==> src/rtl/bure_lsu.sv <==
// bure_lsu: load/store unit fed by the execute-stage ALU address path.
//
// Accepts one load or store at a time, checks it for illegal size codes and
// misalignment, and drives a single-outstanding request/grant/response
// data-memory port. Load data is lane-extracted and sign/zero-extended
// before being returned to writeback.
//
// Ports:
//   i_clk, i_rst_n        clock, asynchronous active-low reset
//   i_valid / o_ready     access handshake from execute (ready == idle)
//   i_is_store, i_funct3  access kind and size code
//   i_addr, i_wdata, i_rd effective address, store data, load destination
//   o_mem_*, i_mem_*      data-memory request/grant/response port
//   o_wb_*                one-cycle load writeback
//   o_st_done             one-cycle store completion pulse
//   o_exc*                one-cycle fault pulse with cause and faulting address
module bure_lsu #(
    parameter int unsigned DATA_WIDTH = 32
) (
    input  logic                  i_clk,
    input  logic                  i_rst_n,
    input  logic                  i_valid,
    output logic                  o_ready,
    input  logic                  i_is_store,
    input  logic [2:0]            i_funct3,
    input  logic [DATA_WIDTH-1:0] i_addr,
    input  logic [DATA_WIDTH-1:0] i_wdata,
    input  logic [4:0]            i_rd,
    output logic                  o_mem_req,
    input  logic                  i_mem_gnt,
    output logic [DATA_WIDTH-1:0] o_mem_addr,
    output logic                  o_mem_we,
    output logic [3:0]            o_mem_be,
    output logic [DATA_WIDTH-1:0] o_mem_wdata,
    input  logic                  i_mem_rvalid,
    input  logic [DATA_WIDTH-1:0] i_mem_rdata,
    output logic                  o_wb_valid,
    output logic [4:0]            o_wb_rd,
    output logic [DATA_WIDTH-1:0] o_wb_data,
    output logic                  o_st_done,
    output logic                  o_exc,
    output logic [1:0]            o_exc_cause,
    output logic [DATA_WIDTH-1:0] o_exc_addr
);

    localparam logic [1:0] S_IDLE = 2'd0;
    localparam logic [1:0] S_REQ  = 2'd1;
    localparam logic [1:0] S_RSP  = 2'd2;

    localparam logic [1:0] CAUSE_MISALIGNED = 2'b01;
    localparam logic [1:0] CAUSE_ILLEGAL    = 2'b10;

    logic [1:0]            state;
    logic                  is_store_q;
    logic [2:0]            funct3_q;
    logic [DATA_WIDTH-1:0] addr_q;
    logic [DATA_WIDTH-1:0] wdata_q;
    logic [4:0]            rd_q;

    logic                  illegal;
    logic                  misaligned;
    logic [3:0]            st_be;
    logic [DATA_WIDTH-1:0] st_wdata;
    logic [7:0]            ld_byte;
    logic [15:0]           ld_half;
    logic [DATA_WIDTH-1:0] ld_data;
    logic                  in_req;

    assign o_ready = (state == S_IDLE);
    assign in_req  = (state == S_REQ);

    // Fault classification of the incoming access; illegal wins over
    // misaligned because it is checked first when picking the cause.
    always_comb begin
        illegal    = 1'b0;
        misaligned = 1'b0;
        if (i_funct3 == 3'b011 || i_funct3[2:1] == 2'b11 || (i_is_store && i_funct3[2]))
            illegal = 1'b1;
        if ((i_funct3 == 3'b001 || i_funct3 == 3'b101) && i_addr[0])
            misaligned = 1'b1;
        if (i_funct3 == 3'b010 && i_addr[1:0] != 2'b00)
            misaligned = 1'b1;
    end

    // Store lane placement from the captured access.
    always_comb begin
        st_be    = 4'b1111;
        st_wdata = wdata_q;
        case (funct3_q[1:0])
            2'b00: begin
                st_be    = 4'b0001 << addr_q[1:0];
                st_wdata = {4{wdata_q[7:0]}};
            end
            2'b01: begin
                st_be    = addr_q[1] ? 4'b1100 : 4'b0011;
                st_wdata = {2{wdata_q[15:0]}};
            end
            default: begin
                st_be    = 4'b1111;
                st_wdata = wdata_q;
            end
        endcase
    end

    // Memory port is driven only in REQ, so it reads all-zero otherwise.
    assign o_mem_req   = in_req;
    assign o_mem_addr  = in_req ? {addr_q[DATA_WIDTH-1:2], 2'b00} : '0;
    assign o_mem_we    = in_req & is_store_q;
    assign o_mem_be    = in_req ? (is_store_q ? st_be : 4'b1111) : 4'b0000;
    assign o_mem_wdata = (in_req && is_store_q) ? st_wdata : '0;

    // Load lane extraction and extension.
    always_comb begin
        ld_byte = 8'h00;
        case (addr_q[1:0])
            2'b00:   ld_byte = i_mem_rdata[7:0];
            2'b01:   ld_byte = i_mem_rdata[15:8];
            2'b10:   ld_byte = i_mem_rdata[23:16];
            default: ld_byte = i_mem_rdata[31:24];
        endcase
        ld_half = addr_q[1] ? i_mem_rdata[31:16] : i_mem_rdata[15:0];
        case (funct3_q)
            3'b000:  ld_data = {{(DATA_WIDTH-8){ld_byte[7]}}, ld_byte};
            3'b001:  ld_data = {{(DATA_WIDTH-16){ld_half[15]}}, ld_half};
            3'b100:  ld_data = {{(DATA_WIDTH-8){1'b0}}, ld_byte};
            3'b101:  ld_data = {{(DATA_WIDTH-16){1'b0}}, ld_half};
            default: ld_data = i_mem_rdata;
        endcase
    end

    always_ff @(posedge i_clk or negedge i_rst_n) begin
        if (!i_rst_n) begin
            state       <= S_IDLE;
            is_store_q  <= 1'b0;
            funct3_q    <= 3'b000;
            addr_q      <= '0;
            wdata_q     <= '0;
            rd_q        <= 5'd0;
            o_wb_valid  <= 1'b0;
            o_wb_rd     <= 5'd0;
            o_wb_data   <= '0;
            o_st_done   <= 1'b0;
            o_exc       <= 1'b0;
            o_exc_cause <= 2'b00;
            o_exc_addr  <= '0;
        end else begin
            o_wb_valid <= 1'b0;
            o_st_done  <= 1'b0;
            o_exc      <= 1'b0;
            case (state)
                S_IDLE: begin
                    if (i_valid) begin
                        is_store_q <= i_is_store;
                        funct3_q   <= i_funct3;
                        addr_q     <= i_addr;
                        wdata_q    <= i_wdata;
                        rd_q       <= i_rd;
                        if (illegal || misaligned) begin
                            o_exc       <= 1'b1;
                            o_exc_cause <= illegal ? CAUSE_ILLEGAL : CAUSE_MISALIGNED;
                            o_exc_addr  <= i_addr;
                        end else begin
                            state <= S_REQ;
                        end
                    end
                end
                S_REQ: begin
                    if (i_mem_gnt) begin
                        if (is_store_q) begin
                            o_st_done <= 1'b1;
                            state     <= S_IDLE;
                        end else begin
                            state <= S_RSP;
                        end
                    end
                end
                S_RSP: begin
                    if (i_mem_rvalid) begin
                        o_wb_valid <= 1'b1;
                        o_wb_rd    <= rd_q;
                        o_wb_data  <= ld_data;
                        state      <= S_IDLE;
                    end
                end
                default: state <= S_IDLE;
            endcase
        end
    end

endmodule
==> config.mk <==
export PLATFORM = sky130hd
export DESIGN_NAME = bure_lsu
export DESIGN_NICKNAME = d
export VERILOG_FILES = /design/src/rtl/bure_lsu.sv
export SDC_FILE = /design/constraint.sdc
export NUM_CORES = 1
export LEC_CHECK = 0
export ABC_AREA = 1
export CAP_MARGIN = 25
export CORE_MARGIN = 2
export CORE_UTILIZATION = 35
export DETAILED_ROUTE_END_ITERATION = 10
export PLACE_DENSITY = 0.65
export SYNTH_ARGS = -nofsm -noshare
export SYNTH_HDL_FRONTEND = slang
export SYNTH_SLANG_ARGS = --single-unit
==> constraint.sdc <==
create_clock -name i_clk -period 2.19 [get_ports i_clk]
set_input_delay 0.5475 -clock i_clk [delete_from_list [all_inputs] [get_ports i_clk]]
set_output_delay 0.5475 -clock i_clk [all_outputs]
set_load 0.02 [all_outputs]
==> results.md <==
- Top-count cell post-synth: nand2_1
- Pwr dens: 1050 mW/mm^2
- Wirelength, routed: 22.2 mm
- Core box area: 0.0196 sq mm
- Register area share after synthesis: 52.9%
- Maximum number of pins on one net before global-route repair: 87
- Post-detail-place hpwl: 16.1 mm
- PortBufs: 252
- Final Hold Vio Count: 0
- Vias in the first global route: 6348
- Arrival time worst endpoint: 1630 ps
- Synth warn: 0
- Top post-synthesis cells by count: 171 x nand2_1, 149 x dfrtp_1, 104 x inv_1
- Finish-stage setup viols: 0
- Clock Skews: 11.0 ps
- Synth cell types: 33
- Starting DRT DRC Count: 298
- Root Driver: clkbuf_16
- Crit path capture type: primary output
- Routed Antenna Nets: 0
- Num CTS Buffers: 17
- Global-route wire length before repair: 34.7 mm
- Post-synth top area cell: dfrtp_1
- CP max FO: 5
- Area contributors post-synth: dfrtp_1 53%, nand2_1 9.1%, o21ai_0 6.2%
- FFs w/ async S/R, synth: 100%
- Cells after synthesis: 820
- Final Slew Violations: 0
- DR DRC count: 0
- Syn avg cell area: 8.60 sq um
- Die area: 0.0213 sq mm
- Worst min-delay path category: input port to async pin
- Status: completed
- Multi-input gate area: 0.00279 sq mm
- Syn Std Cell Area: 0.00705 sq mm
- Layout cells sized above 1: 20.0%
- Via count: 6414
- Htree depth: 4
- Clock sink count: 149
- Pwr Total: 11300 uW
- Top-area cell type share of the netlist area: 52.9%
- Worst Path Required: 1640 ps
- Nets@finish: 1203
- DRT Pass-1 Iters: 5
- Layout area overhead: 51.5%
- DR WL/cell: 16.1 um
- Number of synthesized flops with an enable pin: 0
- Starting Density: 36.0%
- Vias per cell: 4.67
- Overflow left after global routing: 0
- GR Util All Layers: 20.5%
- Clock transition at path regs: 60 ps
- Die height: 146 um
- Crit Path Category: register to primary output
- Clock buffer depth: 2
- Post-synthesis register bit count: 149
- Startpoint class of the critical path: register
- Post-route minimum period: 2180 ps
- Setup TNS: 0 ps
- Site row count: 51
- Period utilization: 99.7%
- Static leakage: 0.00527 uW
- Initial antenna violation count: 3
- Worst skew pair latency: 420 ps
- Die X: 146 um
- CTS tree: done
- I/O pins: 255
- Gpl congestion: 0.903
- Max Cap Viol: 0
- Peak VDD IR: 0.000502 V
- Fmax: 458 MHz
- Prevailing post-synth register cell: dfrtp_1
- Fill cell count: 1882
- Sequential Area: 0.00373 sq mm
- Unrepaired setup endpoints after global routing: yes
## sequential cells by signal, indices dropped and copies added, names as in the netlist
register,count
addr_q,32
o_exc,1
state,2
o_wb_data,32
o_wb_rd,5
o_st_done,1
o_exc_cause,2
rd_q,5
o_exc_addr,32
funct3_q,3
wdata_q,32
is_store_q,1
o_wb_valid,1
## path summary, 6_finish.rpt
| kind | start | endpoint | slack, ps | cells past startpoint |
|---|---|---|---|---|
| setup reg to reg | funct3_q[0]$_DFFE_PN0P_ | o_wb_data[5]$_DFFE_PN0P_ | 580 | 8 |
| max in group asynchronous | i_rst_n | is_store_q$_DFFE_PN0P_ | 1640 | 2 |
| setup / recovery | state[1]$_DFFE_PN0P_ | o_mem_wdata[15] | 8 | 7 |
| hold reg to reg | rd_q[0]$_DFFE_PN0P_ | o_wb_rd[0]$_DFFE_PN0P_ | 470 | 2 |
| min in group i_clk | rd_q[0]$_DFFE_PN0P_ | o_wb_rd[0]$_DFFE_PN0P_ | 470 | 2 |
| hold / removal | i_rst_n | o_wb_data[1]$_DFFE_PN0P_ | 110 | 2 |
## what timing repair did
item,4_1_cts,5_1_grt
setup buffers,2,2
gates cloned,0,2
pin swaps,4,8
resized for setup,260,60
endpoints found under the setup margin,69,52
hold buffers,0,0
## power by group
part / leakage, uW / switching [uW] / internal, uW / total (uW)
logic: 0.00317 / 2300 / 2030 / 4320
registers: 0.00182 / 474 / 3500 / 3980
clock network: 0.000282 / 1170 / 1800 / 2970
total: 0.00527 / 3940 / 7330 / 11300
## layer usage
layer / track usage [%] / part of all wire [%]
met4: 5.34 / 1.3
met5: 0 / 0.059
met3: 6.55 / 8.3
met1: 26.7 / 43
met2: 33.3 / 47
## cell families after synthesis
group                  count (synthesis)  synth area share, %
multiplexers                          28                 5.43
buffers and inverters                155                 9.60
AO/OA/AOI/OAI                        165                 12.6
other                                  1               0.0532
flip-flops                           149                 52.9
AND/OR/NAND/NOR                      322                 19.5
## placed cells by master (no fill, tap or decap), types with 3 or more instances in the layout
cell,n
dlygate4sd2_1,10
buf_4,61
inv_2,3
nand2_4,4
nor2_1,80
o21ai_1,5
bufinv_16,3
o221ai_2,4
buf_12,8
inv_1,104
dfrtp_1,148
nor2_4,5
or2_2,24
o21ai_0,87
inv_6,4
mux2_4,18
buf_2,20
buf_6,12
clkbuf_16,17
nand2_1,167
nand3_1,24
mux2_2,10
clkdlybuf4s50_1,182
clkbuf_1,4
a21oi_2,3
nand3_2,3
a21oi_1,48
nand3b_1,5
nor2_2,3
o21a_1,3
a21boi_1,7
## cell type report
cell class / count / share of cell area (%)
clock buffer: 21 / 4.12
tap: 265 / 3.10
sequential: 149 / 34.9
clock inverter: 11 / 1.41
antenna: 2 / 0.0468
multi-input combinational: 517 / 26.1
timing repair inverter: 2 / 0.164
timing repair buffer: 298 / 26.2
inverter: 108 / 3.91
## critical path: stages (launching register included)
cell,delay (ps)
dfrtp_1,370
inv_1,60
nand2_2,70
nor2_4,150
buf_6,180
clkinv_8,80
nor3_4,180
buf_6,140
## stage by stage
step / hold WS (ps) / setup WS, ps / cell area [sq um] / instances / util, %
finish: 109 / 7.57 / 10700 / 1373 / 54.5
global route: 139 / -94.6 / 10700 / 1372 / 54.5
CTS: 125 / -116 / 10600 / 1368 / 54.1
detailed placement: 455 / -105 / 10100 / 1334 / 51.4
global placement: 445 / -69.1 / 10100 / 1334 / 51.4
floorplan: 252 / 71.0 / 7060 / 821 / -
(Power assumes the default switching activity.)
